**config.mk**
```make
export PLATFORM = sky130hd
export DESIGN_NAME = alu
export DESIGN_NICKNAME = d
export VERILOG_FILES = /design/src/rtl/alu.sv
export SDC_FILE = /design/constraint.sdc
export NUM_CORES = 1
export LEC_CHECK = 0
export ABC_AREA = 1
export BUFFER_PORTS_ARGS = -buffer_cell sky130_fd_sc_hd__buf_2
export CORE_AREA = 2 2 124 126
export CTS_BUF_LIST = sky130_fd_sc_hd__clkbuf_8
export DETAILED_ROUTE_END_ITERATION = 6
export DIE_AREA = 0 0 126 128
export GPL_TIMING_DRIVEN = 0
export PLACE_DENSITY = 0.75
export SLEW_MARGIN = 25
export SYNTH_ARGS = -nofsm -noshare
export SYNTH_HDL_FRONTEND = slang
export SYNTH_SLANG_ARGS = --single-unit
```
**constraint.sdc**
```tcl
create_clock -name clk -period 6.9 [get_ports clk]
set_clock_uncertainty 0.05 [all_clocks]
set_input_delay 1.38 -clock clk [delete_from_list [all_inputs] [get_ports clk]]
set_output_delay 1.38 -clock clk [all_outputs]
set_load 0.05 [all_outputs]
```
**src/rtl/alu.sv**
```systemverilog
// ALU with a combinational result path and a one-cycle registered capture stage.
// Optional feature macro: ALU_OVF_EN enables signed-overflow detection on ovf_q.
// Without ALU_OVF_EN, ovf_q is tied to 0.
module alu #(
  parameter int WIDTH = 32
) (
  input  logic             clk,
  input  logic             rst_n,
  input  logic [WIDTH-1:0] srca,
  input  logic [WIDTH-1:0] srcb,
  input  logic [2:0]       alu_ctrl,
  input  logic             in_valid,
  output logic [WIDTH-1:0] alu_out,
  output logic             zero,
  output logic [WIDTH-1:0] res_q,
  output logic             zero_q,
  output logic             ovf_q,
  output logic             out_valid
);

  localparam logic [2:0] OP_AND  = 3'b000;
  localparam logic [2:0] OP_OR   = 3'b001;
  localparam logic [2:0] OP_ADD  = 3'b010;
  localparam logic [2:0] OP_XOR  = 3'b011;
  localparam logic [2:0] OP_NOR  = 3'b100;
  localparam logic [2:0] OP_SLTU = 3'b101;
  localparam logic [2:0] OP_SUB  = 3'b110;
  localparam logic [2:0] OP_SLT  = 3'b111;

  logic             sub_op;
  logic [WIDTH-1:0] b_eff;
  logic [WIDTH:0]   sum_full;
  logic [WIDTH-1:0] sum;
  logic             carry_out;
  logic             adder_ovf;
  logic             slt_bit;
  logic             sltu_bit;
  logic             ovf_d;

  // Shared adder: SUB and both compares run A + ~B + 1 on the same datapath.
  always_comb begin
    sub_op    = (alu_ctrl == OP_SUB) || (alu_ctrl == OP_SLT) || (alu_ctrl == OP_SLTU);
    b_eff     = sub_op ? ~srcb : srcb;
    sum_full  = {1'b0, srca} + {1'b0, b_eff} + {{WIDTH{1'b0}}, sub_op};
    sum       = sum_full[WIDTH-1:0];
    carry_out = sum_full[WIDTH];
    // Signed overflow: operands (A and effective B) agree in sign but sum does not.
    adder_ovf = (srca[WIDTH-1] == b_eff[WIDTH-1]) && (sum[WIDTH-1] != srca[WIDTH-1]);
    // Sign of the true difference is the raw sign corrected by overflow.
    slt_bit   = sum[WIDTH-1] ^ adder_ovf;
    // No carry out of A + ~B + 1 means a borrow, i.e. A < B unsigned.
    sltu_bit  = ~carry_out;
  end

  // Result select and zero flag, purely from the current inputs.
  always_comb begin
    alu_out = '0;
    unique case (alu_ctrl)
      OP_AND:  alu_out = srca & srcb;
      OP_OR:   alu_out = srca | srcb;
      OP_ADD:  alu_out = sum;
      OP_XOR:  alu_out = srca ^ srcb;
      OP_NOR:  alu_out = ~(srca | srcb);
      OP_SLTU: alu_out = {{(WIDTH-1){1'b0}}, sltu_bit};
      OP_SUB:  alu_out = sum;
      OP_SLT:  alu_out = {{(WIDTH-1){1'b0}}, slt_bit};
      default: alu_out = '0;
    endcase
    zero = (alu_out == '0);
  end

  // Overflow flag is only meaningful for ADD and SUB.
  always_comb begin
`ifdef ALU_OVF_EN
    ovf_d = adder_ovf && ((alu_ctrl == OP_ADD) || (alu_ctrl == OP_SUB));
`else
    ovf_d = 1'b0;
`endif
  end

  // Capture stage: one result per valid cycle, results held while idle.
  always_ff @(posedge clk or negedge rst_n) begin
    if (!rst_n) begin
      res_q     <= '0;
      zero_q    <= 1'b0;
      ovf_q     <= 1'b0;
      out_valid <= 1'b0;
    end else begin
      out_valid <= in_valid;
      if (in_valid) begin
        res_q  <= alu_out;
        zero_q <= zero;
        ovf_q  <= ovf_d;
      end
    end
  end

endmodule

```
## After elaboration in Yosys (flattened, before gate mapping)

Index checks and enable logic that the tools add are counted.
Widths: inputs -> output; s select.

| operators by class | value |
|---|---|
| add/sub/neg operators | 2 |
| multiply operators | 0 |
| divide/modulo/power cells | 0 |
| magnitude comparators | 0 |
| equal/unequal tests | 9 |
| shifts and indexed selects | 0 |
| mux-type cells | 2 |
| bitwise operators | 7 |
| reduce and logical (&&, ||, !) cells | 6 |

Operators with widths:

| operator | count |
|---|---|
| $pmux 32 s7 | 1 |
| $not 32->32 | 2 |
| $add 32x32->33 | 1 |
| $add 33x1->33 | 1 |
| $and 32x32->32 | 1 |
| $logic_not 32->1 | 1 |
| $mux 32 | 1 |
| $or 32x32->32 | 1 |
| $xor 32x32->32 | 1 |
| $eq 3x3->1 const B | 4 |
| $eq 3x2->1 const B | 2 |
| $eq 3x1->1 const B | 1 |
| $logic_not 3->1 | 1 |
| $logic_or 1x1->1 | 2 |
| $reduce_or 2->1 | 1 |
| $eq 1x1->1 | 1 |
| $logic_and 1x1->1 | 1 |
| $ne 1x1->1 | 1 |
| $not 1->1 | 1 |
| $xor 1x1->1 | 1 |

| word-level totals | value |
|---|---|
| flip-flop bits (word level) | 34 |
| bits in latches | 0 |
| memory bits (writable) | 0 |
| ROM bits | 0 |
| output and inout bits | 68 |
| word-level logic and storage cells | 29 |
| memories kept | 0 |

## Depth between registers and ports, before layout

| depth | value |
|---|---|
| depth in word-level cells | 11 |
| gate-level depth with buffers | 25 |

## Least setup slack after synthesis

No wires, ideal clock.

| timing | value |
|---|---|
| kind | input port to output port |
| start point | input alu_ctrl[2] |
| end point | output zero |
| arrival time | 4.794 ns |
| required time | 5.470 ns |
| path slack | 0.676 ns |
| stages on the path | 18 |
| buffers on the path | 2 |
| path through | buf_2 -> o21ai_2 -> buf_1 -> xor2_1 -> ha_1 -> nand2_1 -> nor2_1 -> nand2_1 -> nor2_1 -> nand2_1 -> nand3_1 -> nand2_1 -> nand3_1 -> nand4_1 -> a21oi_1 -> nand3_1 -> nor3_2 -> and2_1 |

| on the way | value |
|---|---|
| elaborated cells between the ends (all ways) | 21 |

RTL lines:

| element | RTL line | RTL |
|---|---|---|
| start, declared | 11 | `input logic [2:0] alu_ctrl,` |
| $eq 3x3->1 | 42, 58 |  |
| $logic_or 1x1->1 (2 in a row) | 42 | `sub_op = (alu_ctrl == OP_SUB) \|\| (alu_ctrl == OP_SLT) \|\| (alu_ctrl == OP_SLTU);` |
| $mux 32 | 43 | `b_eff = sub_op ? ~srcb : srcb;` |
| $add 32x32->33 | 44 | `sum_full = {1'b0, srca} + {1'b0, b_eff} + {{WIDTH{1'b0}}, sub_op};` |
| $add 33x1->33 | 44 |  |
| $pmux 32 s7 (*) | 58 | `unique case (alu_ctrl)` |
| via alu_out[22] | 13 | `output logic [WIDTH-1:0] alu_out,` |
| $logic_not 32->1 (*) | 69 | `zero = (alu_out == '0);` |
| end, declared | 14 | `output logic zero,` |

Mark *: on every way through the listed nets, which the timed path passes. The rest lies on a longest branch.

## Worst setup path after layout

| timing | value |
|---|---|
| start point | input alu_ctrl[0] |
| end point | output zero |

| on the way | value |
|---|---|
| word-level cells in the longest chain between the ends | 11 |
| elaborated cells between the ends (all ways) | 21 |

RTL lines:

| element | RTL line | RTL |
|---|---|---|
| $eq 3x3->1 | 42, 58 |  |
| $logic_or 1x1->1 (2 in a row) | 42 |  |
| $mux 32 | 43 |  |
| $add 32x32->33 | 44 |  |
| $add 33x1->33 | 44 |  |
| $ne 1x1->1 | 48 | `adder_ovf = (srca[WIDTH-1] == b_eff[WIDTH-1]) && (sum[WIDTH-1] != srca[WIDTH-1]);` |
| $logic_and 1x1->1 | 48 |  |
| $xor 1x1->1 | 50 | `slt_bit = sum[WIDTH-1] ^ adder_ovf;` |
| $pmux 32 s7 (*) | 58 |  |
| $logic_not 32->1 (*) | 69 |  |

Mark *: on every way between the ends. The rest lies on a longest branch, timed or not.

==> key figures <==
Power and ir drop
  • Pwr Total: 0.00123 W
  • Pleak: 4.34 nW
  • Power Density: 171 nW/um^2
  • Peak supply drop: 0.0774 mV

Placement
  • Gpl congestion: 0.958
  • IO buf count: 135
  • DP HPWL: 18000 um
  • Placed inst area: 7120 um^2
  • # placed instances: 1377

Clocking
  • CTS tree: done
  • Clk Latency, worst-skew pair: 0.29 ns
  • Clk root buf: clkbuf_8
  • Clock sink total: 34
  • Reg clk slew, reported paths: 0.07 ns
  • Hold-fix buffers at CTS: 0
  • Num CTS Buffers: 5
  • Bufs on Longest Clock Path: 2
  • CTS HTree Levels: 2
  • Post-CTS Setup Bufs: 0
  • PostCTS Resize Cnt: 0

Setup path
  • Data arrival time of the worst path: 4.99 ns
  • CP required: 5.47 ns
  • Critical path buffers and inverters: 3
  • Critical Path Most Common Cell: nand2_1
  • Crit start category: primary input
  • Worst setup EP type: output port
  • Top delay family on crit path: simple AND/OR/NAND/NOR gates
  • Crit Path Class: in -> out
  • Worst-path cell chain: buf_2, o21ai_2, clkbuf_2, xor2_1, ha_1, nand2_1, nor2_1, nand2_1, nor2_1, nand2_1, nand3_1, nand2_1, nand3_1, nand4_1, a21oi_1, nand3_1, nor3_2, and2_1, buf_2
  • Worst path max stage delay: 0.44 ns
  • Max FO, Critical Path: 10
  • Crit-path slowest cell: clkbuf_2

Yosys
  • Cell area after synthesis: 6210 um^2
  • Most used DFF post-synth: dfrtp_1
  • Dominant cell type by area after synthesis: nand2_1
  • Avg Cell Area, Syn: 5.89 um^2
  • Count leader, synth: nand2_1
  • Top post-synthesis cells by area: nand2_1, ha_1, dfrtp_1
  • Gate Count Post-Synth: 1054
  • Seq/Total Area, Yosys: 13.7%
  • FFs w/ async S/R, synth: 100%
  • Post-synth EDFFs: 0
  • Top cells by count, synth: nand2_1, inv_1, ha_1, nor2_1, nand3_1
  • Synth top area share: 19.8%
  • Yosys warning total: 0
  • Post-Syn Nets: 1220
  • Post-synth cell types: 39
  • Synth Register Bits: 34

Global routing
  • Vias in the first global route: 6573
  • Largest net degree at the start of global routing: 35
  • Total GRT Usage: 25.9%
  • First-pass GRT wire length: 33200 um
  • Grt total ovfl: 0
  • Initial antenna violation count: 0

Layout
  • Layout Cells excl Fill: 1385
  • Layout area overhead: 16.2%
  • # diodes: 0
  • Share of layout cells above drive strength 1: 14.8%
  • Post-route cell area: 7220 um^2
  • Final #Nets: 1362

Floorplanning
  • Die Y: 128 um
  • Die area: 16100 um^2
  • Core ar.: 14900 um^2
  • Starting Density: 41.8%
  • Rows: 45
  • Io pins: 138
  • DIE WIDTH: 126 um

Routing
  • # DRC: 0
  • Via Count: 7237
  • Wire per inst: 15.5 um
  • Post-DR vias/cell: 5.23
  • Antenna Violating Nets Remaining: 0
  • 1st-pass router iterations: 6
  • Initial drt markers: 458
  • Post-Route WL: 21500 um

Hold path
  • Hold WC Path Type: reg -> reg

STA
  • Final setup fails: 0
  • Worst-margin pin slew: 0.860 ns
  • Slew margin rel.: 42.6%
  • Pins Over Slew Limit: 0
  • Unrepaired setup endpoints after global routing: false
  • Fin crit share: 93.0%
  • Minimum clock period: 6.42 ns
  • F_max: 156 MHz
  • Hold Vio Cnt, Final: 0
  • Sum Neg Setup Slack: 0 ns

Run
  • # Max-Cap Violations: 0

Run status
  • Status: finished clean
-- sequential cells by signal (all words and copies together) (netlist names) --
name and cells:
res_q 32, zero_q 1, out_valid 1
-- power by group --
part	internal, W	switching, W	leakage (nW)
Combinational	0.000226	0.000614	3.85
Sequential	0.000229	0.0000149	0.432
Clock	0.0000789	0.0000711	0.0524
Total	0.000534	0.000700	4.34
-- cell families after synthesis --
family / count (synthesis) / share of synthesized area (%)
AO/OA/AOI/OAI: 158 / 14.4
adder cells (fa/ha/maj): 96 / 19.5
buffers and inverters: 231 / 14.1
other: 1 / 0.0604
flip-flops: 34 / 13.7
XOR/XNOR: 31 / 4.37
AND/OR/NAND/NOR: 503 / 33.9
-- metrics by stage --
| stage | util (%) | hold WS, ns | worst slack, ns |
|---|---|---|---|
| finish | 48.6 | 0.424 | 0.484 |
| global route | 48.6 | 0.447 | 0.176 |
| CTS | 48.5 | 0.428 | 0.155 |
| detailed placement | 47.9 | 0.411 | 0.168 |
| global placement | 47.9 | 0.409 | 0.186 |
| floorplan | - | 0.710 | 0.676 |
-- placed cells by master (no fill, tap or decap), types with 7 or more instances in the layout --
cell type and count:
a21oi_1 39, buf_2 140, xor2_1 31, ha_1 95, a211oi_1 23, clkbuf_1 18, or2_2 8, inv_2 14
nand4_1 14, o21ai_0 50, or2_1 11, o21ai_1 29, inv_1 186, dfrtp_1 34, nor3_1 7, nand3_1 60
nor2_1 62, nand2_1 327
-- final timing paths --
check,start,slack (ns),depth (start not counted),to
hold reg to reg,res_q[2],0.42,2,res_q[2]
hold / removal,res_q[2],0.42,2,res_q[2]
min in group asynchronous,rst_n,1.09,1,res_q[8]
setup reg to reg,res_q[15],6.18,2,res_q[15]
setup / recovery,alu_ctrl[0],0.48,19,zero
max in group asynchronous,rst_n,5.23,1,res_q[19]
-- cell type report --
class,instances,area (um^2)
multi-input combinational,789,4480
fill,1599,7650
inverter,204,766
clock inverter,2,8.76
tap,188,235
clock buffer,6,82.6
timing repair buffer,135,676
buffer,27,115
sequential,34,851
-- worst min-delay path: stages, from the launching register on --
cell and delay [ns]:
dfrtp_1 0.34, nand2_1 0.05, nand2_1 0.05
-- routing by layer --
| metal | vias up | part of all wire, % | GRT usage [%] |
|---|---|---|---|
| li1 | 3610 | - | - |
| met2 | 299 | 45 | 43.3 |
| met4 | 0 | 3.8 | 11.2 |
| met5 | - | 0 | 0 |
| met3 | 54 | 7.8 | 2.34 |
| met1 | 3274 | 44 | 34.3 |
(Power assumes the default switching activity.)
